File: config.mk
export PLATFORM = sky130hd
export DESIGN_NAME = encoder_32x5_drain
export DESIGN_NICKNAME = d
export VERILOG_FILES = /design/src/rtl/encoder_pkg.sv /design/src/rtl/prio_enc_32x5.sv /design/src/rtl/encoder_32x5_drain.sv
export SDC_FILE = /design/constraint.sdc
export NUM_CORES = 1
export LEC_CHECK = 0
export CAP_MARGIN = 20
export CORE_ASPECT_RATIO = 1.25
export CORE_UTILIZATION = 50
export CTS_BUF_LIST = sky130_fd_sc_hd__clkbuf_4
export CTS_CLUSTER_SIZE = 24
export DETAILED_ROUTE_END_ITERATION = 12
export GPL_TIMING_DRIVEN = 1
export PLACE_DENSITY = 0.84
export SLEW_MARGIN = 25
export SYNTH_ARGS = -nofsm -noshare
export SYNTH_HDL_FRONTEND = slang
export SYNTH_SLANG_ARGS = --single-unit
File: constraint.sdc
create_clock -name clk -period 2.7 [get_ports clk]
set_input_delay 0.405 -clock clk [delete_from_list [all_inputs] [get_ports clk]]
set_output_delay 0.405 -clock clk [all_outputs]
set_load 0.1 [all_outputs]
File: src/rtl/encoder_pkg.sv
// Shared widths, index type and small priority-encode helpers for the
// 32x5 encoder slice.
package encoder_pkg;
  localparam int WORD_W = 32;
  localparam int IDX_W  = 5;

  typedef logic [IDX_W-1:0] idx_t;

  // Lowest set bit wins when lsb=1, highest when lsb=0; 0 when v==0.
  function automatic logic [2:0] pe8(input logic [7:0] v, input logic lsb);
    logic [2:0] r;
    r = '0;
    if (lsb) begin
      for (int i = 7; i >= 0; i--) if (v[i]) r = 3'(i);
    end else begin
      for (int i = 0; i < 8; i++) if (v[i]) r = 3'(i);
    end
    return r;
  endfunction

  function automatic logic [1:0] pe4(input logic [3:0] v, input logic lsb);
    logic [1:0] r;
    r = '0;
    if (lsb) begin
      for (int i = 3; i >= 0; i--) if (v[i]) r = 2'(i);
    end else begin
      for (int i = 0; i < 4; i++) if (v[i]) r = 2'(i);
    end
    return r;
  endfunction
endpackage

File: src/rtl/prio_enc_32x5.sv
// Combinational 32->5 priority encoder: four 8->3 group encoders picked by a
// 4->2 group encoder, so the group index becomes idx[4:3].
module prio_enc_32x5
  import encoder_pkg::*;
#(
  parameter bit LSB_FIRST = 1'b1
) (
  input  logic [WORD_W-1:0] word,
  output idx_t              idx,
  output logic              valid
);
  logic [3:0][2:0] grp_idx;
  logic [3:0]      grp_vld;
  logic [1:0]      grp_sel;

  for (genvar g = 0; g < 4; g++) begin : g_grp
    assign grp_vld[g] = |word[g*8 +: 8];
    assign grp_idx[g] = pe8(word[g*8 +: 8], LSB_FIRST);
  end

  assign grp_sel = pe4(grp_vld, LSB_FIRST);
  assign idx     = {grp_sel, grp_idx[grp_sel]};
  assign valid   = |grp_vld;
endmodule

File: src/rtl/encoder_32x5_drain.sv
// Holds a multi-hot word as a pending mask and drains it one set-bit index
// per output beat, in priority order, flagging the final beat.
module encoder_32x5_drain
  import encoder_pkg::*;
#(
  parameter bit LSB_FIRST = 1'b1
) (
  input  logic              clk,
  input  logic              rst_n,
  input  logic              in_valid,
  output logic              in_ready,
  input  logic [WORD_W-1:0] in_word,
  output logic              out_valid,
  input  logic              out_ready,
  output idx_t              out_idx,
  output logic              out_last,
  output logic              zero_drop,
  output logic              busy
);
  logic [WORD_W-1:0] pend;
  logic              enc_vld;
  logic              in_fire, out_fire;

  prio_enc_32x5 #(.LSB_FIRST(LSB_FIRST)) u_enc (
    .word  (pend),
    .idx   (out_idx),
    .valid (enc_vld)
  );

  assign busy      = enc_vld;
  assign out_valid = busy;
  assign out_last  = busy && ((pend & (pend - WORD_W'(1))) == '0);
  // Last beat frees the slot in the same cycle so words stream without a bubble.
  assign in_ready  = !busy || (out_valid && out_ready && out_last);
  assign in_fire   = in_valid && in_ready;
  assign out_fire  = out_valid && out_ready;

  always_ff @(posedge clk or negedge rst_n) begin
    if (!rst_n) begin
      pend      <= '0;
      zero_drop <= 1'b0;
    end else begin
      if (in_fire)       pend <= in_word;
      else if (out_fire) pend <= pend & ~(WORD_W'(1) << out_idx);
      zero_drop <= in_fire && (in_word == '0);
    end
  end
endmodule
# --- After elaboration in Yosys (flattened, before gate mapping) ---
# Cells that the tools add are included.
totals:
  reg_bits: 33
  inputBits: 36
  output_inout_bits: 10
classes:
  add_sub_neg: 1
  magnitude_cmp: 1
  n_shift: 1
  mux: 40
  n_bitwise: 3
  n_reduce_logical: 15
op_table:
  columns: ["op", "count"]
  rows:
  - ["3-bit 2-to-1 mux", 33]
  - ["32-bit bitwise AND", 2]
  - ["32-bit logical NOT", 2]
  - ["32-bit 2-to-1 mux", 2]
  - ["32-bit NOT", 1]
  - ["32-bit OR reduction", 1]
  - ["8-bit OR reduction", 4]
  - ["1-bit by 5-bit << shifter with 32-bit output, first input constant", 1]
  - ["32-bit by 1-bit subtractor with 32-bit output, second input constant", 1]
  - ["2-bit 2-to-1 mux", 4]
  - ["3-bit binary-select mux with 2-bit select", 1]
  - ["1-bit logical AND", 5]
  - ["2-bit by 3-bit less-than comparator with 1-bit output, second input constant", 1]
  - ["2-bit nonzero test", 1]
  - ["1-bit logical NOT", 1]
  - ["1-bit logical OR", 1]

# --- Depth between registers and ports, before layout ---
# Gate-level depths: netlist of the first run.
logic_depth:
  ltp_word: 15
  ltp_mapped: 10
  depth_no_buf: 7

# --- Cells and area by module ---
# From an unflattened synthesis of the first run, not the netlist that was laid out.
unflattened:
  cells_unflattened: 287
  area_unflattened_um2: 2595.0
modules_own_cells:
  columns: ["mod", "n_inst", "cells_each", "area_each_um2"]
  rows:
  - ["encoder_32x5_drain", 1, 217, 2177.1]
  - ["prio_enc_32x5", 1, 70, 417.9]

# --- Worst setup path after synthesis of the first run ---
# Ideal clock, no wire load.
synth_timing:
  path_kind: "flip-flop to output port"
  start: "register pend[0]"
  end: "output out_idx[1]"
  arrival_ps: 4739
  required_time_ps: 2295
  slack_ps: -2444
  path_stages_with_launch: 9
  cell_sequence: "dfrtp_1 -> buf_6 -> nor4_4 -> nand4_2 -> or2_1 -> buf_6 -> a21oi_1 -> nor3_1 -> a21oi_1"
synth_between:
  elab_chain_cells: 4
  elab_cells_between_ends: 5
synth_rtl:
  columns: ["element", "line", "text"]
  rows:
  - ["start, declared", "encoder_32x5_drain.sv:20", "logic [WORD_W-1:0] pend;"]
  - ["start signal, assigned", "encoder_32x5_drain.sv:43", "if (in_fire) pend <= in_word;"]
  - ["start signal, assigned", "encoder_32x5_drain.sv:44", "else if (out_fire) pend <= pend & ~(WORD_W'(1) << out_idx);"]
  - ["8-bit OR reduction", "prio_enc_32x5.sv:17", "assign grp_vld[g] = |word[g*8 +: 8];"]
  - ["2-bit 2-to-1 mux", "encoder_pkg.sv:25", "for (int i = 3; i >= 0; i--) if (v[i]) r = 2'(i);"]
  - ["named net out_idx[4]", "encoder_32x5_drain.sv:15", "output idx_t out_idx,"]
  - ["3-bit binary-select mux with 2-bit select", "prio_enc_32x5.sv:22", "assign idx = {grp_sel, grp_idx[grp_sel]};"]
  - ["3-bit 2-to-1 mux (not written as such)", "prio_enc_32x5.sv:22", null]
  - ["end, declared", "encoder_32x5_drain.sv:15", null]
# The timed path passes the listed nets, and every way through them passes these cells. The select of a mux whose other input is x is not followed.

# --- Final worst setup path of the first run ---
layout_timing:
  start: "register pend[2]"
  end: "output in_ready"
layout_between:
  elab_chain_cells: 6
  elab_cells_between_ends: 9
layout_rtl:
  columns: ["element", "line", "text"]
  rows:
  - ["32-bit by 1-bit subtractor with 32-bit output", "encoder_32x5_drain.sv:32", "assign out_last = busy && ((pend & (pend - WORD_W'(1))) == '0);"]
  - ["32-bit bitwise AND", "encoder_32x5_drain.sv:32", null]
  - ["32-bit logical NOT", "encoder_32x5_drain.sv:32", null]
  - ["1-bit logical AND", "encoder_32x5_drain.sv:32", null]
  - ["1-bit logical AND", "encoder_32x5_drain.sv:34", "assign in_ready = !busy || (out_valid && out_ready && out_last);"]
  - ["1-bit logical OR *", "encoder_32x5_drain.sv:34", null]
  - ["end, declared", "encoder_32x5_drain.sv:11", "output logic in_ready,"]
# Mark *: on every way between the ends. The rest lies on a longest branch, timed or not.

==> flow_metrics.tcl, run 1 <==
set metrics [dict create \
    drtIter0Drc 196 \
    crit_required_ns 2.30 \
    cpMaxStageDelayCell "dfrtp_1" \
    track_usage_pct 32.2 \
    dieArea_sq_um 5600 \
    grt_pass1_wl_mm 13.5 \
    setup_slack_ns -0.450 \
    critPathTopFamily "simple AND/OR/NAND/NOR gates" \
    first_pass_iters 5 \
    path_common_cell "nor4_4" \
    path_clk_slew_ns 0.11 \
    report.final.hold_viol_count 0 \
    critPathMaxFanout 5 \
    drive_above_1_share_pct 43.6 \
    avgViaCountPerCell 6.01 \
    cts_hold_buf 0 \
    yosysWarningCount 0 \
    vias 2937 \
    placed_area_sq_um 3670 \
    grt_setup_unrepaired "true" \
    finClkSkew_ns 0.0199 \
    synth_top_area_share_pct 31.1 \
    cap_violations 0 \
    die_y_um 83.5 \
    status "finished, violations left" \
    crit_path_start_kind "flip-flop" \
    cts_num_sinks 33 \
    layout.nets 463 \
    synth.area.top_cells "dfrtp_1 (31%), o21ai_2 (7.6%), inv_1 (5.4%), o31ai_1 (4.0%), nor2_1 (3.8%)" \
    cp_cell_sequence "nor4_4 > buf_4 > nand4_4 > buf_6 > o31ai_4 > a221oi_2 > nor4_4 > and3_4 > a21o_4 > buf_12" \
    wl_met1_mm 3.16 \
    end_kind "output port" \
    grt_pass1_vias 2910 \
    routed_wl_mm 8.54 \
    instances_no_fill 489 \
    synth.top_cells.by_count "inv_1 (38), dfrtp_1 (33), nor2_1 (27)" \
    ys_ff_latch 33 \
    synth-main-ff-cell "dfrtp_1" \
    slew_viol_final 0 \
    port_buffers 45 \
    worstMarginPinSlew_ns 0.648 \
    cts_tree "done" \
    cpPeakStageDelay_ns 0.42 \
    violations "negative setup slack" \
    worst-path-buf-inv 3 \
    setup_viol 6 \
    dp.cells 465 \
    fin_area_sq_um 4100 \
    hp-class "in2async" \
    critical_path_arrival_ns 2.75 \
    core_sq_um 5080 \
    ctsHtreeMaxLevel 2 \
    hold_ws_ns 0.457 \
    rows 29 \
    grt_overflow_total 0 \
    num_antenna_cells 0 \
    r2r_slack_ns 0.03 \
    grt_max_degree 34 \
    tns_ns -1.80 \
    wl_met3_um 373 \
    die_w_um 67.2 \
    ios 46 \
    syn_to_final_growth_pct 54.4 \
    worstSetupPathType "reg2out" \
    async_reset_ff_share_pct 100 \
    avgSynthCellArea_sq_um 8.48 \
    synth_edf_count 0 \
    antenna_found_initial 0 \
    netlist_area_sq_um 2650 \
    relSlewSlack_pct 56.4 \
    highest_layer "met4" \
    syn_nets 349 \
    yosysMostFrequentCell "inv_1" \
    syn_inst 313 \
    ys_seq_area_share_pct 31.1 \
    clk_latency_ns 0.34 \
    postRouteAntennaNets 0 \
    hpwlAfterDp_mm 6.38 \
    synth_top_cell_by_area "dfrtp_1" \
    max_freq_mhz 317 \
    cts_root_buf "clkbuf_4" \
    start_util_pct 52.2 \
    place_congestion 0.991 \
    routed-wl-met2_mm 4.56 \
    finalCriticalPeriod_ns 3.15 \
    cts_max_path_buffers 2 \
    cts_buffers 5 \
    post_drt_wl_per_cell_um 17.5 \
    drc 0 \
    timing.final.crit_share_pct 117 \
    ys_types 56 \
]
==> registers in the layout (all words and copies together), names as in the netlist <==
register   cells
zero_drop      1
pend          32
==> cells by family after synthesis <==
family,synth area share (%)
buffers and inverters,13.4
DFF,31.1
adders and majority gates,0.377
muxes,1.18
and+or+nand+nor,24.0
AOI/OAI and AO/OA,30.0
==> worst paths after layout <==
path | from | end | depth (start not counted)
min reg2reg | pend[15]$_DFFE_PN0P_ | pend[15]$_DFFE_PN0P_ | 2
min | rst_n | pend[0]$_DFFE_PN0P_ | 2
max | pend[2]$_DFFE_PN0P_ | in_ready | 10
max in group asynchronous | rst_n | pend[15]$_DFFE_PN0P_ | 2
max reg2reg | pend[2]$_DFFE_PN0P_ | zero_drop$_DFF_PN0_ | 12
min in group clk | pend[15]$_DFFE_PN0P_ | pend[15]$_DFFE_PN0P_ | 2
==> layout make-up <==
class | count | area [sq um]
Inverter | 38 | 146
Multi-Input combinational cell | 219 | 1760
Fill cell | 337 | 982
Timing Repair Buffer | 130 | 1230
Sequential cell | 33 | 827
Clock inverter | 1 | 3.75
Tap cell | 62 | 77.6
Clock buffer | 6 | 45.0
==> layer usage <==
| metal | up-vias | GRT usage (%) |
|---|---|---|
| li1 | 1375 | - |
| met1 | 1385 | 37.6 |
| met2 | 138 | 54.9 |
| met3 | 39 | 4.92 |
| met4 | 0 | 16.8 |
| met5 | - | 0 |
==> stage by stage <==
stage / util, % / setup WS [ns]
3_5_place_dp: 72.3 / -0.134
4_1_cts: 76.4 / -0.486
2_1_floorplan: - / -0.468
5_1_grt: 80.7 / -0.562
6_report: 80.7 / -0.450
3_3_place_gp: 72.3 / -0.115
==> what timing repair did <==
| action | 4_1_cts | 5_1_grt |
|---|---|---|
| setup buffers | 7 | 11 |
| setup endpoints to repair | 9 | 42 |
| gates resized for setup | 21 | 32 |
| pin swaps | 13 | 18 |
==> layout by cell type, fill, tap and decap left out, types with 4 or more instances in the layout <==
master           synthesis  routed
dfrtp_1                 33      32
o31ai_1                 14      11
nor4_1                  16      13
clkbuf_4                 0       6
a211oi_1                 6       5
nor2_1                  27      25
buf_6                    6       7
a21oi_1                 11       8
o21ai_2                 23      23
inv_1                   38      37
nor4_4                   1       5
nand2_1                 14      11
nor2b_1                  4       4
nand4_1                  4       4
nor3_1                  15      10
buf_12                   0      11
clkdlybuf4s50_1          0      35
o21ai_0                 20      17
o21ai_1                  4       6
o21bai_1                 5       5
buf_4                    4      76
nor4_2                   5       4
Power of run 1 is left out: the tool's default activity adds up to more than one toggle a clock period on the data nets, which glitch-free logic cannot reach.
==> run 2, diff against run 1 <==
==> constraint.sdc (replaced) <==
create_clock -name clk -period 2.7 [get_ports clk]
set_input_delay 0.405 -clock clk [delete_from_list [all_inputs] [get_ports clk]]
set_output_delay 0.405 -clock clk [all_outputs]
set_load 0.005 [all_outputs]
==> run 2 against run 1 <==
The flow still finishes with violations (negative setup slack). Final cell count grew 3.9%. Via count is 6.0% higher. Clock skew is 0.012 ns lower. Routed wire length up 14%. Die area unchanged. Sequential share of layout area is 0.067 points lower. Register-to-register slack got worse by 0.33 ns. Count of clock-buffer cells in the layout did not move. Critical path depth is 1 higher. Maximum frequency down 6.2%. Critical endpoint unchanged. Largest cell class unchanged.
==> flow_metrics.tcl, run 2 (synthesis gave the netlist of run 1 again) <==
set metrics [dict create \
    status "finished, violations left" \
    violations "negative setup slack" \
    grt_overflow_total 0 \
    ios 46 \
    drtIter0Drc 276 \
    instances_no_fill 508 \
    layout.nets 481 \
    critical_path_arrival_ns 2.95 \
    crit_required_ns 2.30 \
    core_sq_um 5080 \
    hpwlAfterDp_mm 6.28 \
    drc 0 \
    timing.final.crit_share_pct 124 \
    worstMarginPinSlew_ns 0.535 \
    clk_latency_ns 0.35 \
    cts_max_path_buffers 2 \
    grt_max_degree 34 \
    grt_setup_unrepaired "true" \
    dieArea_sq_um 5600 \
    track_usage_pct 33.9 \
    end_kind "output port" \
    cts_hold_buf 0 \
    cts_num_sinks 33 \
    syn_to_final_growth_pct 54.7 \
    rows 29 \
    port_buffers 45 \
    fin_util_pct 80.8 \
    top_register "pend" \
    setup_viol 41 \
    drive_above_1_share_pct 43.0 \
    die_y_um 83.5 \
    worstSetupPathType "reg2out" \
    first_pass_iters 4 \
    crit_path_start_kind "flip-flop" \
    relSlewSlack_pct 64.0 \
    post_drt_wl_per_cell_um 19.2 \
    ctsHtreeMaxLevel 2 \
    start_util_pct 52.2 \
    routed_wl_mm 9.75 \
    cap_violations 0 \
    path_clk_slew_ns 0.11 \
    max_freq_mhz 298 \
    postRouteAntennaNets 0 \
    report.final.hold_viol_count 0 \
    r2r-start "pend[2]$_DFFE_PN0P_" \
    num_antenna_cells 0 \
    finalCriticalPeriod_ns 3.36 \
    tns_ns -9.48 \
    cts_root_buf "clkbuf_4" \
    crit_start "pend[2]$_DFFE_PN0P_" \
    setup_slack_ns -0.659 \
    dp.cells 479 \
    cts_buffers 5 \
    finClkSkew_ns 0.00841 \
    grt_pass1_vias 3089 \
    top_regs "pend: 32 flops, zero_drop: 1 flops" \
    hp-class "in2async" \
    final_common_cell "buf_4" \
    die_w_um 67.2 \
    critPathMaxFanout 4 \
    largest_reg_flops 32 \
    place_congestion 0.961 \
    slew_viol_final 0 \
    cts_tree "done" \
    place_ws_ns -0.437 \
    grt_pass1_wl_mm 14.2 \
    vias 3114 \
    final_cell_mix "buf_4 (84), inv_1 (37), clkdlybuf4s50_1 (36)" \
    antenna_found_initial 0 \
    avgViaCountPerCell 6.13 \
]
run 2: cell types whose count changed in the layout (fill, tap and decap cells not counted), sizes merged:
cell / previous run / this run
buf: 95 / 109
clkbuf: 6 / 8
clkdlybuf4s50: 35 / 36
clkinv: 1 / 2
clkinvlp: 1 / 0
dlygate4sd2: 0 / 1
inv: 37 / 38
run 2: layout make-up:
| class | instances | area [sq um] |
|---|---|---|
| Clock inverter | 2 | 10.0 |
| Timing Repair Buffer | 148 | 1320 |
| Multi-Input combinational cell | 219 | 1690 |
| Clock buffer | 6 | 45.0 |
| Tap cell | 62 | 77.6 |
| Fill cell | 302 | 975 |
| Inverter | 38 | 145 |
| Sequential cell | 33 | 826 |
run 2: final timing paths:
check | to | slack [ns] | cells after the start
min in group clk | pend[3]$_DFFE_PN0P_ | 0.62 | 3
hold reg to reg | pend[12]$_DFFE_PN0P_ | 0.65 | 3
hold / removal | pend[16]$_DFFE_PN0P_ | 0.46 | 2
setup reg to reg | pend[29]$_DFFE_PN0P_ | -0.30 | 12
max in group asynchronous | pend[31]$_DFFE_PN0P_ | 1.91 | 2
setup / recovery | in_ready | -0.66 | 11
run 2: what timing repair did:
action                                  in CTS  in global routing
buffers inserted                            13                 12
pin swaps                                   12                  9
gates resized for setup                     50                 48
cloned                                       2                  1
endpoints found under the setup margin      10                 42
run 2: routing by layer:
metal,wire length [um],up-vias,global-route usage [%],part of all wire (%)
met4,538,0,17.6,5.5
met1,3480,1492,36.8,36
met5,0,-,0,0
li1,-,1411,-,-
met3,595,50,6.42,6.1
met2,5140,161,59.9,53
run 2: critical path: stages, from the launching register on:
cell      delay (ns)
dfrtp_1         0.46
nor4_4          0.38
buf_4           0.19
nand4_1         0.13
buf_4           0.18
nor2_1          0.20
o221ai_1        0.20
nor4_2          0.31
and3_4          0.28
buf_6           0.09
a21o_1          0.09
buf_2           0.10
run 2: metrics by stage:
stage,hold WS (ns),area (sq um)
6_report,0.458,4110
4_1_cts,0.462,3910
5_1_grt,0.502,4110
2_1_floorplan,0.109,2680
3_5_place_dp,0.606,3630
3_3_place_gp,0.608,3630
Power of run 2 is left out for the same reason.
==> run 3, diff against run 2 <==
CORE_MARGIN = 8   (was not set)
SLEW_MARGIN = not set   (was 25)
==> run 3 against run 2 <==
The flow still finishes with violations (negative setup slack). Routed wire length grew 4.0%. Sequential share of layout area shrank 0.17 points. Hold slack lost 0.00088 ns. Non-clock buffer count shrank 4. Cell area grew 0.85%. Register-to-register slack gained 0.14 ns. Largest cell class unchanged. Highest routed layer unchanged.
==> flow_metrics.tcl, run 3 (synthesis gave the netlist of run 1 again) <==
set metrics [dict create \
    status "finished, violations left" \
    violations "negative setup slack" \
    postRouteAntennaNets 0 \
    rows 29 \
    dp.cells 476 \
    drive_above_1_share_pct 45.4 \
    ctsHtreeMaxLevel 2 \
    avgViaCountPerCell 6.35 \
    cpMaxStageDelayCell "dfrtp_1" \
    drtIter0Drc 250 \
    grt_pass1_vias 3042 \
    cts_root_buf "clkbuf_4" \
    cts_num_sinks 33 \
    finalCriticalPeriod_ns 3.13 \
    instances_no_fill 503 \
    die_w_um 81.2 \
    cpPeakStageDelay_ns 0.42 \
    setup_slack_ns -0.431 \
    num_antenna_cells 0 \
    first_pass_iters 5 \
    die_y_um 97.5 \
    top_regs "pend: 32 flops, zero_drop: 1 flops" \
    report.final.hold_viol_count 0 \
    setup_viol 33 \
    grt_max_degree 34 \
    place_congestion 0.985 \
    layout.nets 477 \
    grt_pass1_wl_mm 14.6 \
    critPathMaxFanout 3 \
    critPathTopFamily "simple AND/OR/NAND/NOR gates" \
    top_register "pend" \
    core_sq_um 5120 \
    clk_latency_ns 0.34 \
    path_common_cell "nor4_4" \
    largest_reg_flops 32 \
    crit_required_ns 2.30 \
    routed_wl_mm 10.1 \
    path_clk_slew_ns 0.11 \
    final_common_cell "buf_4" \
    dieArea_sq_um 7910 \
    n_fill_cell 308 \
    slew_viol_final 0 \
    grt_setup_unrepaired "true" \
    antenna_found_initial 0 \
    worst-path-buf-inv 3 \
    ios 46 \
    cts_max_path_buffers 2 \
    track_usage_pct 23.3 \
    worstSetupPathType "reg2out" \
    end_kind "output port" \
    grt_overflow_total 0 \
    drc 0 \
    relSlewSlack_pct 66.1 \
    critical_path_arrival_ns 2.73 \
    worstMarginPinSlew_ns 0.503 \
    final_cell_mix "buf_4 (80), inv_1 (37), clkdlybuf4s50_1 (36)" \
    finClkSkew_ns 0.0113 \
    multi_input_area_sq_um 1750 \
    max_freq_mhz 319 \
    hpwlAfterDp_mm 6.31 \
    seqCellArea_sq_um 826 \
    cp_cell_sequence "nor4_4 > buf_4 > buf_6 > nand2_4 > maj3_2 > o21a_1 > nor4_4 > and3_4 > a21o_1 > buf_2" \
    hp-class "in2async" \
    cap_violations 0 \
    cts_buffers 5 \
    post_drt_wl_per_cell_um 20.2 \
    timing.final.crit_share_pct 116 \
    cts_tree "done" \
    crit_path_start_kind "flip-flop" \
    port_buffers 45 \
    vias 3194 \
    syn_to_final_growth_pct 56.0 \
    cts_hold_buf 0 \
    start_util_pct 51.9 \
]
-- run 3: stage by stage --
step           setup TNS (ns)  hold slack [ns]  setup slack (ns)  area (sq um)  util, %
6_report                -3.14            0.457            -0.431          4140     80.9
5_1_grt                 -8.01            0.496            -0.545          4140     80.9
4_1_cts                 -3.39            0.469            -0.415          3940     77.0
3_5_place_dp            -1.67            0.591            -0.476          3600     70.5
3_3_place_gp            -1.34            0.578            -0.383          3600     70.5
2_1_floorplan        -0.00571            0.109          -0.00571          2680        -
-- run 3: final timing paths --
| kind | from | end | slack (ns) | depth (start not counted) |
|---|---|---|---|---|
| max in group asynchronous | rst_n | pend[2]$_DFFE_PN0P_ | 1.92 | 2 |
| min | rst_n | pend[14]$_DFFE_PN0P_ | 0.46 | 2 |
| min reg2reg | pend[12]$_DFFE_PN0P_ | pend[12]$_DFFE_PN0P_ | 0.64 | 3 |
| min in group clk | in_word[13] | pend[13]$_DFFE_PN0P_ | 0.63 | 3 |
| max | pend[2]$_DFFE_PN0P_ | in_ready | -0.43 | 10 |
| max reg2reg | pend[8]$_DFFE_PN0P_ | pend[31]$_DFFE_PN0P_ | -0.16 | 13 |
-- run 3: cell type report --
cell class	count	share of cell area, %
tap	62	1.87
sequential	33	19.9
clock buffer	6	1.09
inverter	38	3.45
multi-input combinational	219	42.4
clock inverter	1	0.0907
timing repair buffer	144	31.2
-- run 3: what timing repair did --
item	CTS	global route
endpoints found under the hold margin	0	0
buffers inserted	12	16
cloned	3	1
endpoints found under the setup margin	25	41
pin swaps	13	22
gates resized for setup	61	54
-- run 3: worst register-to-register path, cell delays in order (launching register included) --
cell and delay [ns]:
dfrtp_1 0.44, nor4_4 0.40, buf_4 0.19, nand4_1 0.12, buf_4 0.18, nor3_4 0.20, buf_4 0.14, buf_6 0.09
buf_4 0.11, mux2i_2 0.35, buf_6 0.23, nor2_1 0.08, a21bo_2 0.22, o21ai_2 0.05
-- run 3: routing by layer --
metal | vias to the layer above | wire [um] | GRT usage, %
li1 | 1401 | - | -
met1 | 1542 | 3740 | 28.1
met2 | 195 | 5140 | 38.6
met3 | 56 | 758 | 3.98
met4 | 0 | 501 | 10.5
met5 | - | 0 | 0
Power of run 3 is left out for the same reason.
